[src/rtl/pb_debounce.sv]
`timescale 1ns/1ps
// -----------------------------------------------------------------------------
// pb_debounce
// Push-button conditioner: synchronizes a raw bouncing button line, qualifies
// press/release edges over DB_CYCLES stable samples, and emits one-cycle ticks
// for each accepted press plus optional auto-repeat ticks while held.
//
// Ports
//   clk         in   single rising-edge clock
//   rst         in   asynchronous active-high reset
//   PB          in   raw asynchronous push-button line
//   tick        out  one-cycle pulse per accepted press / repeat
//   level       out  debounced button state, 1 = pressed
//   rep_active  out  high while auto-repeat is running
// -----------------------------------------------------------------------------
module pb_debounce #(
    parameter int unsigned DB_CYCLES     = 16,
    parameter int unsigned REP_EN        = 1,
    parameter int unsigned REP_DELAY     = 400,
    parameter int unsigned REP_RATE      = 100,
    parameter int unsigned PB_ACTIVE_LOW = 1
) (
    input  logic clk,
    input  logic rst,
    input  logic PB,
    output logic tick,
    output logic level,
    output logic rep_active
);

    // Idle (not pressed) level of the raw line; synchronizer resets to it so
    // reset release never looks like a press edge.
    localparam logic        RELEASED   = (PB_ACTIVE_LOW != 0) ? 1'b1 : 1'b0;
    localparam logic        REP_ON     = (REP_EN != 0);
    localparam logic [15:0] DB_LAST    = 16'(DB_CYCLES - 1);
    localparam logic [15:0] DELAY_LAST = 16'(REP_DELAY - 1);
    localparam logic [15:0] RATE_LAST  = 16'(REP_RATE - 1);
    localparam logic [15:0] CNT_MAX    = 16'hFFFF;

    localparam logic [2:0] S_IDLE        = 3'd0;
    localparam logic [2:0] S_PRESS_CHK   = 3'd1;
    localparam logic [2:0] S_HOLD        = 3'd2;
    localparam logic [2:0] S_REPEAT      = 3'd3;
    localparam logic [2:0] S_RELEASE_CHK = 3'd4;

    logic [1:0]  sync_q;
    logic        raw_s;
    logic [2:0]  state_q, state_d;
    logic [15:0] db_cnt_q, db_cnt_d;
    logic [15:0] rep_cnt_q, rep_cnt_d;
    logic [15:0] rep_limit;
    logic        tick_q, tick_d;
    logic        level_q, level_d;
    logic        rep_act_q, rep_act_d;

    // Two-flop synchronizer
    always_ff @(posedge clk or posedge rst) begin
        if (rst) sync_q <= {RELEASED, RELEASED};
        else     sync_q <= {sync_q[0], PB};
    end

    // Normalize to active-high pressed
    assign raw_s = sync_q[1] ^ RELEASED;

    // First repeat waits REP_DELAY, later ones REP_RATE
    assign rep_limit = (state_q == S_REPEAT) ? RATE_LAST : DELAY_LAST;

    always_comb begin
        state_d   = state_q;
        db_cnt_d  = db_cnt_q;
        rep_cnt_d = rep_cnt_q;
        tick_d    = 1'b0;
        level_d   = level_q;
        rep_act_d = rep_act_q;
        case (state_q)
            S_IDLE: begin
                level_d   = 1'b0;
                rep_act_d = 1'b0;
                if (raw_s) begin
                    state_d  = S_PRESS_CHK;
                    db_cnt_d = '0;
                end
            end
            S_PRESS_CHK: begin
                if (!raw_s) begin
                    // bounce: restart qualification from scratch
                    state_d  = S_IDLE;
                    db_cnt_d = '0;
                end else if (db_cnt_q >= DB_LAST) begin
                    state_d   = S_HOLD;
                    level_d   = 1'b1;
                    tick_d    = 1'b1;
                    db_cnt_d  = '0;
                    rep_cnt_d = '0;
                end else begin
                    db_cnt_d = db_cnt_q + 16'd1;
                end
            end
            S_HOLD, S_REPEAT: begin
                if (!raw_s) begin
                    // this low sample is the first of the release window;
                    // repeat counter stays frozen meanwhile
                    state_d  = S_RELEASE_CHK;
                    db_cnt_d = 16'd1;
                end else if (REP_ON && (rep_cnt_q >= rep_limit)) begin
                    state_d   = S_REPEAT;
                    rep_act_d = 1'b1;
                    tick_d    = 1'b1;
                    rep_cnt_d = '0;
                end else if (rep_cnt_q != CNT_MAX) begin
                    rep_cnt_d = rep_cnt_q + 16'd1;
                end
            end
            S_RELEASE_CHK: begin
                if (raw_s) begin
                    // release bounce: go back where we came from, no new press
                    state_d  = rep_act_q ? S_REPEAT : S_HOLD;
                    db_cnt_d = '0;
                end else if (db_cnt_q >= DB_LAST) begin
                    state_d   = S_IDLE;
                    level_d   = 1'b0;
                    rep_act_d = 1'b0;
                    db_cnt_d  = '0;
                    rep_cnt_d = '0;
                end else begin
                    db_cnt_d = db_cnt_q + 16'd1;
                end
            end
            default: begin
                state_d   = S_IDLE;
                db_cnt_d  = '0;
                rep_cnt_d = '0;
                level_d   = 1'b0;
                rep_act_d = 1'b0;
            end
        endcase
    end

    always_ff @(posedge clk or posedge rst) begin
        if (rst) begin
            state_q   <= S_IDLE;
            db_cnt_q  <= '0;
            rep_cnt_q <= '0;
            tick_q    <= 1'b0;
            level_q   <= 1'b0;
            rep_act_q <= 1'b0;
        end else begin
            state_q   <= state_d;
            db_cnt_q  <= db_cnt_d;
            rep_cnt_q <= rep_cnt_d;
            tick_q    <= tick_d;
            level_q   <= level_d;
            rep_act_q <= rep_act_d;
        end
    end

    assign tick       = tick_q;
    assign level      = level_q;
    assign rep_active = rep_act_q;

endmodule

[config.mk]
export PLATFORM = sky130hd
export DESIGN_NAME = pb_debounce
export DESIGN_NICKNAME = d
export VERILOG_FILES = /design/src/rtl/pb_debounce.sv
export SDC_FILE = /design/constraint.sdc
export NUM_CORES = 1
export LEC_CHECK = 0
export CELL_PAD_IN_SITES_DETAIL_PLACEMENT = 0
export CELL_PAD_IN_SITES_GLOBAL_PLACEMENT = 1
export CORE_ASPECT_RATIO = 0.5
export CORE_MARGIN = 5
export CORE_UTILIZATION = 48
export CTS_CLUSTER_SIZE = 12
export DETAILED_ROUTE_END_ITERATION = 8
export PLACE_DENSITY_LB_ADDON = 0.1
export SYNTH_ARGS = -nofsm -noshare
export SYNTH_HDL_FRONTEND = slang
export SYNTH_SLANG_ARGS = --single-unit
[constraint.sdc]
create_clock -name clk -period 2.7 [get_ports clk]
set_input_delay 0.54 -clock clk [delete_from_list [all_inputs] [get_ports clk]]
set_output_delay 0.54 -clock clk [all_outputs]
set_load 0.01 [all_outputs]
==> impl_metrics.py <==
metrics = {
    "sta": {
        "final.period_utilization": 0.866,
        "max_slew_margin": 0.672,
        "fin_skew_ns": 0.00746,
        "fmax_ghz": 0.428,
        "hold_viol_final": 0,
        "worstMarginPinSlew_ns": 0.492,
        "rsz0062_at_grt": "false",
        "setup_tns_ns": 0,
        "period_needed_ns": 2.34,
        "setup_violations": 0,
        "finalMaxSlewViolations": 0,
    },
    "floorplanning": {
        "row_count": 17,
        "die_area_um2": 6040,
        "coreArea_um2": 4380,
        "start_util": 0.495,
        "die_h_um": 57.5,
        "chipWidth_um": 105,
        "ios": 6,
    },
    "cts": {
        "cts.path.max_buffers": 2,
        "clk_latency_ns": 0.29,
        "h-tree-depth": 2,
        "cts_tree": "done",
        "numCtsBuffers": 5,
        "clk_pin_slew_ns": 0.08,
        "cts_sinks": 40,
        "post_cts_resized": 0,
        "cts_setup_buffers": 0,
        "cts_hold_buf": 0,
        "clock-root-buffer": "clkbuf_8",
    },
    "global_route": {
        "grtUsageTotal": 0.156,
        "antenna_found_initial": 0,
        "grt_max_degree": 19,
        "grt_overflow": 0,
        "grt_pass1_vias": 1638,
        "grt_pass1_wl_um": 7650,
    },
    "final_layout": {
        "final_layout_size_suffix_gt1_frac": 0.153,
        "area_growth_pct": 9.82,
        "design_area_um2": 2380,
        "n_antenna_cell": 0,
        "final_nets": 236,
    },
    "setup_path": {
        "r2r_cells": 8,
        "startpoint_type": "flop",
        "r2r_slack_ns": 0.36,
        "r2r-start": "state_q[0]$_DFFE_PP0P_",
        "critPathKind": "reg2reg",
        "endpoint_kind": "flop",
        "cp_cell_sequence": "nand3b_4 -> ha_1 -> a21oi_1 -> nand2_1 -> a221oi_2 -> nand4_4 -> nor2_4 -> mux2_2",
        "required_ns": 2.93,
        "r2r_end": "rep_cnt_q[0]$_DFFE_PP0P_",
        "cp_slowest_cell": "dfrtp_1",
        "arrival_ns": 2.57,
        "crit_start": "state_q[0]$_DFFE_PP0P_",
        "slowest_delay_ns": 0.55,
        "cp_max_fo": 9,
    },
    "placed_design": {
        "gp_congestion": 0.805,
        "portBuffers": 5,
        "dp_hpwl_um": 3100,
        "placed_cell_area_um2": 2290,
    },
    "synthesis": {
        "ys_seq_elements": 40,
        "syn_area_um2": 2170,
        "yosysSeqAreaShare": 0.463,
        "synth_edf_count": 0,
        "syn_inst": 218,
        "synth-warning-count": 0,
        "syn_nets": 226,
        "avgSynthCellArea_um2": 9.94,
        "async_flop_share": 1.00,
        "synth_cell_types": 55,
        "synth_flop_cell": "dfrtp_1",
    },
    "hold_path": {
        "hp-start": "sync_q[0]$_DFF_PP1_",
        "min_to": "sync_q[1]$_DFF_PP1_",
        "hold_class": "reg2reg",
        "min_path_cells": 0,
    },
    "routing": {
        "wl_per_cell_um": 14.9,
        "num_vias": 1620,
        "ant_nets": 0,
        "wl_um": 4270,
        "drc": 0,
        "drt_iter0_drc": 67,
        "drtPass1Iterations": 4,
        "via_per_inst": 5.66,
    },
    "outcome": {
        "status": "finished clean",
    },
    "pwr": {
        "peakVddDrop_mv": 0.289,
        "p_leak_nw": 1.08,
        "power.density_nw_per_um2": 535,
    },
    "job": {
        "maxCapViolations": 0,
    },
}
kinds of logic after synthesis:
family	after synthesis	share of synthesized area
AO/OA/AOI/OAI	52	0.166
multiplexers	1	0.00520
flip-flops	40	0.463
buffers and inverters	18	0.0387
XOR/XNOR	3	0.0121
AND/OR/NAND/NOR	99	0.286
adder cells (fa/ha/maj)	5	0.0289
worst max-delay path by stage:
stage	to	slack, ns	depth (start not counted)
detailed placement	rep_cnt_q[6]$_DFFE_PP0P_	0.37	8
global route	rep_cnt_q[0]$_DFFE_PP0P_	0.16	9
finish	rep_cnt_q[0]$_DFFE_PP0P_	0.36	8
CTS	rep_cnt_q[0]$_DFFE_PP0P_	0.35	8
global placement	state_q[0]$_DFFE_PP0P_	0.46	8
floorplan	state_q[0]$_DFFE_PP0P_	0.58	9
power breakdown:
group	internal, mW	total (mW)	switching [mW]
Clock	0.204	0.412	0.208
Sequential	0.624	0.670	0.0455
Combinational	0.0733	0.192	0.119
cell usage in the layout, fill, tap and decap left out, drive strengths merged, types with 6 or more instances in the layout:
| cell type | instances |
|---|---|
| a21oi | 14 |
| a22o | 9 |
| and2 | 9 |
| buf | 6 |
| clkbuf | 6 |
| dfrtp | 38 |
| inv | 10 |
| nand2 | 9 |
| nand3 | 9 |
| nor2 | 29 |
| nor2b | 6 |
| nor3 | 10 |
| o21ai | 11 |
Yosys cell counts (6+ instances only):
cell / number / area [um2]
nor2_1: 28 / 105
dfrtp_1: 38 / 951
and2_1: 9 / 56.3
nand2_1: 9 / 33.8
o21ai_0: 11 / 55.1
inv_1: 9 / 33.8
nand3_1: 9 / 45.0
nor3_1: 8 / 40.0
a22o_1: 9 / 78.8
a21oi_1: 14 / 70.1
nor2b_1: 6 / 37.5
cell type report:
cell class / instances / area, um2
repair buffers: 11 / 95.1
inverters: 10 / 37.5
multi-input cells: 160 / 1080
well taps: 57 / 71.3
flip-flops and latches: 40 / 1000
clock inverters: 2 / 10.0
fillers: 392 / 2000
clock buffers: 6 / 82.6
worst max-delay path: cells and delay by family (launching register included):
kind | cells | cell delay, ns
multiplexers | 1 | 0.19
adder cells (fa/ha/maj) | 1 | 0.32
AND/OR/NAND/NOR | 4 | 0.72
AO/OA/AOI/OAI | 2 | 0.51
flip-flops | 1 | 0.55
flip-flops by register name, indices dropped and copies added (netlist names):
register and flops:
tick 1, level 1, sync_q 2, db_cnt_q 16, state_q 3, rep_active 1, rep_cnt_q 16
routing by layer:
| layer | up-vias | global-route usage | share of wire |
|---|---|---|---|
| met5 | - | 0 | 0 |
| met4 | 0 | 0.0437 | 0.0084 |
| met3 | 4 | 0.0441 | 0.024 |
| met2 | 12 | 0.262 | 0.45 |
| met1 | 796 | 0.198 | 0.52 |
| li1 | 808 | - | - |
metrics by stage:
step	power, mW	setup slack, ns	hold WS, ns	util	instances
after floorplan	0.823	0.582	0.345	-	218
after global placement	0.871	0.461	0.346	0.522	278
after detailed placement	0.873	0.370	0.353	0.522	278
after CTS	1.29	0.352	0.365	0.543	286
after global routing	1.35	0.163	0.368	0.543	286
final	1.27	0.363	0.360	0.543	286
(Power assumes the default switching activity.)
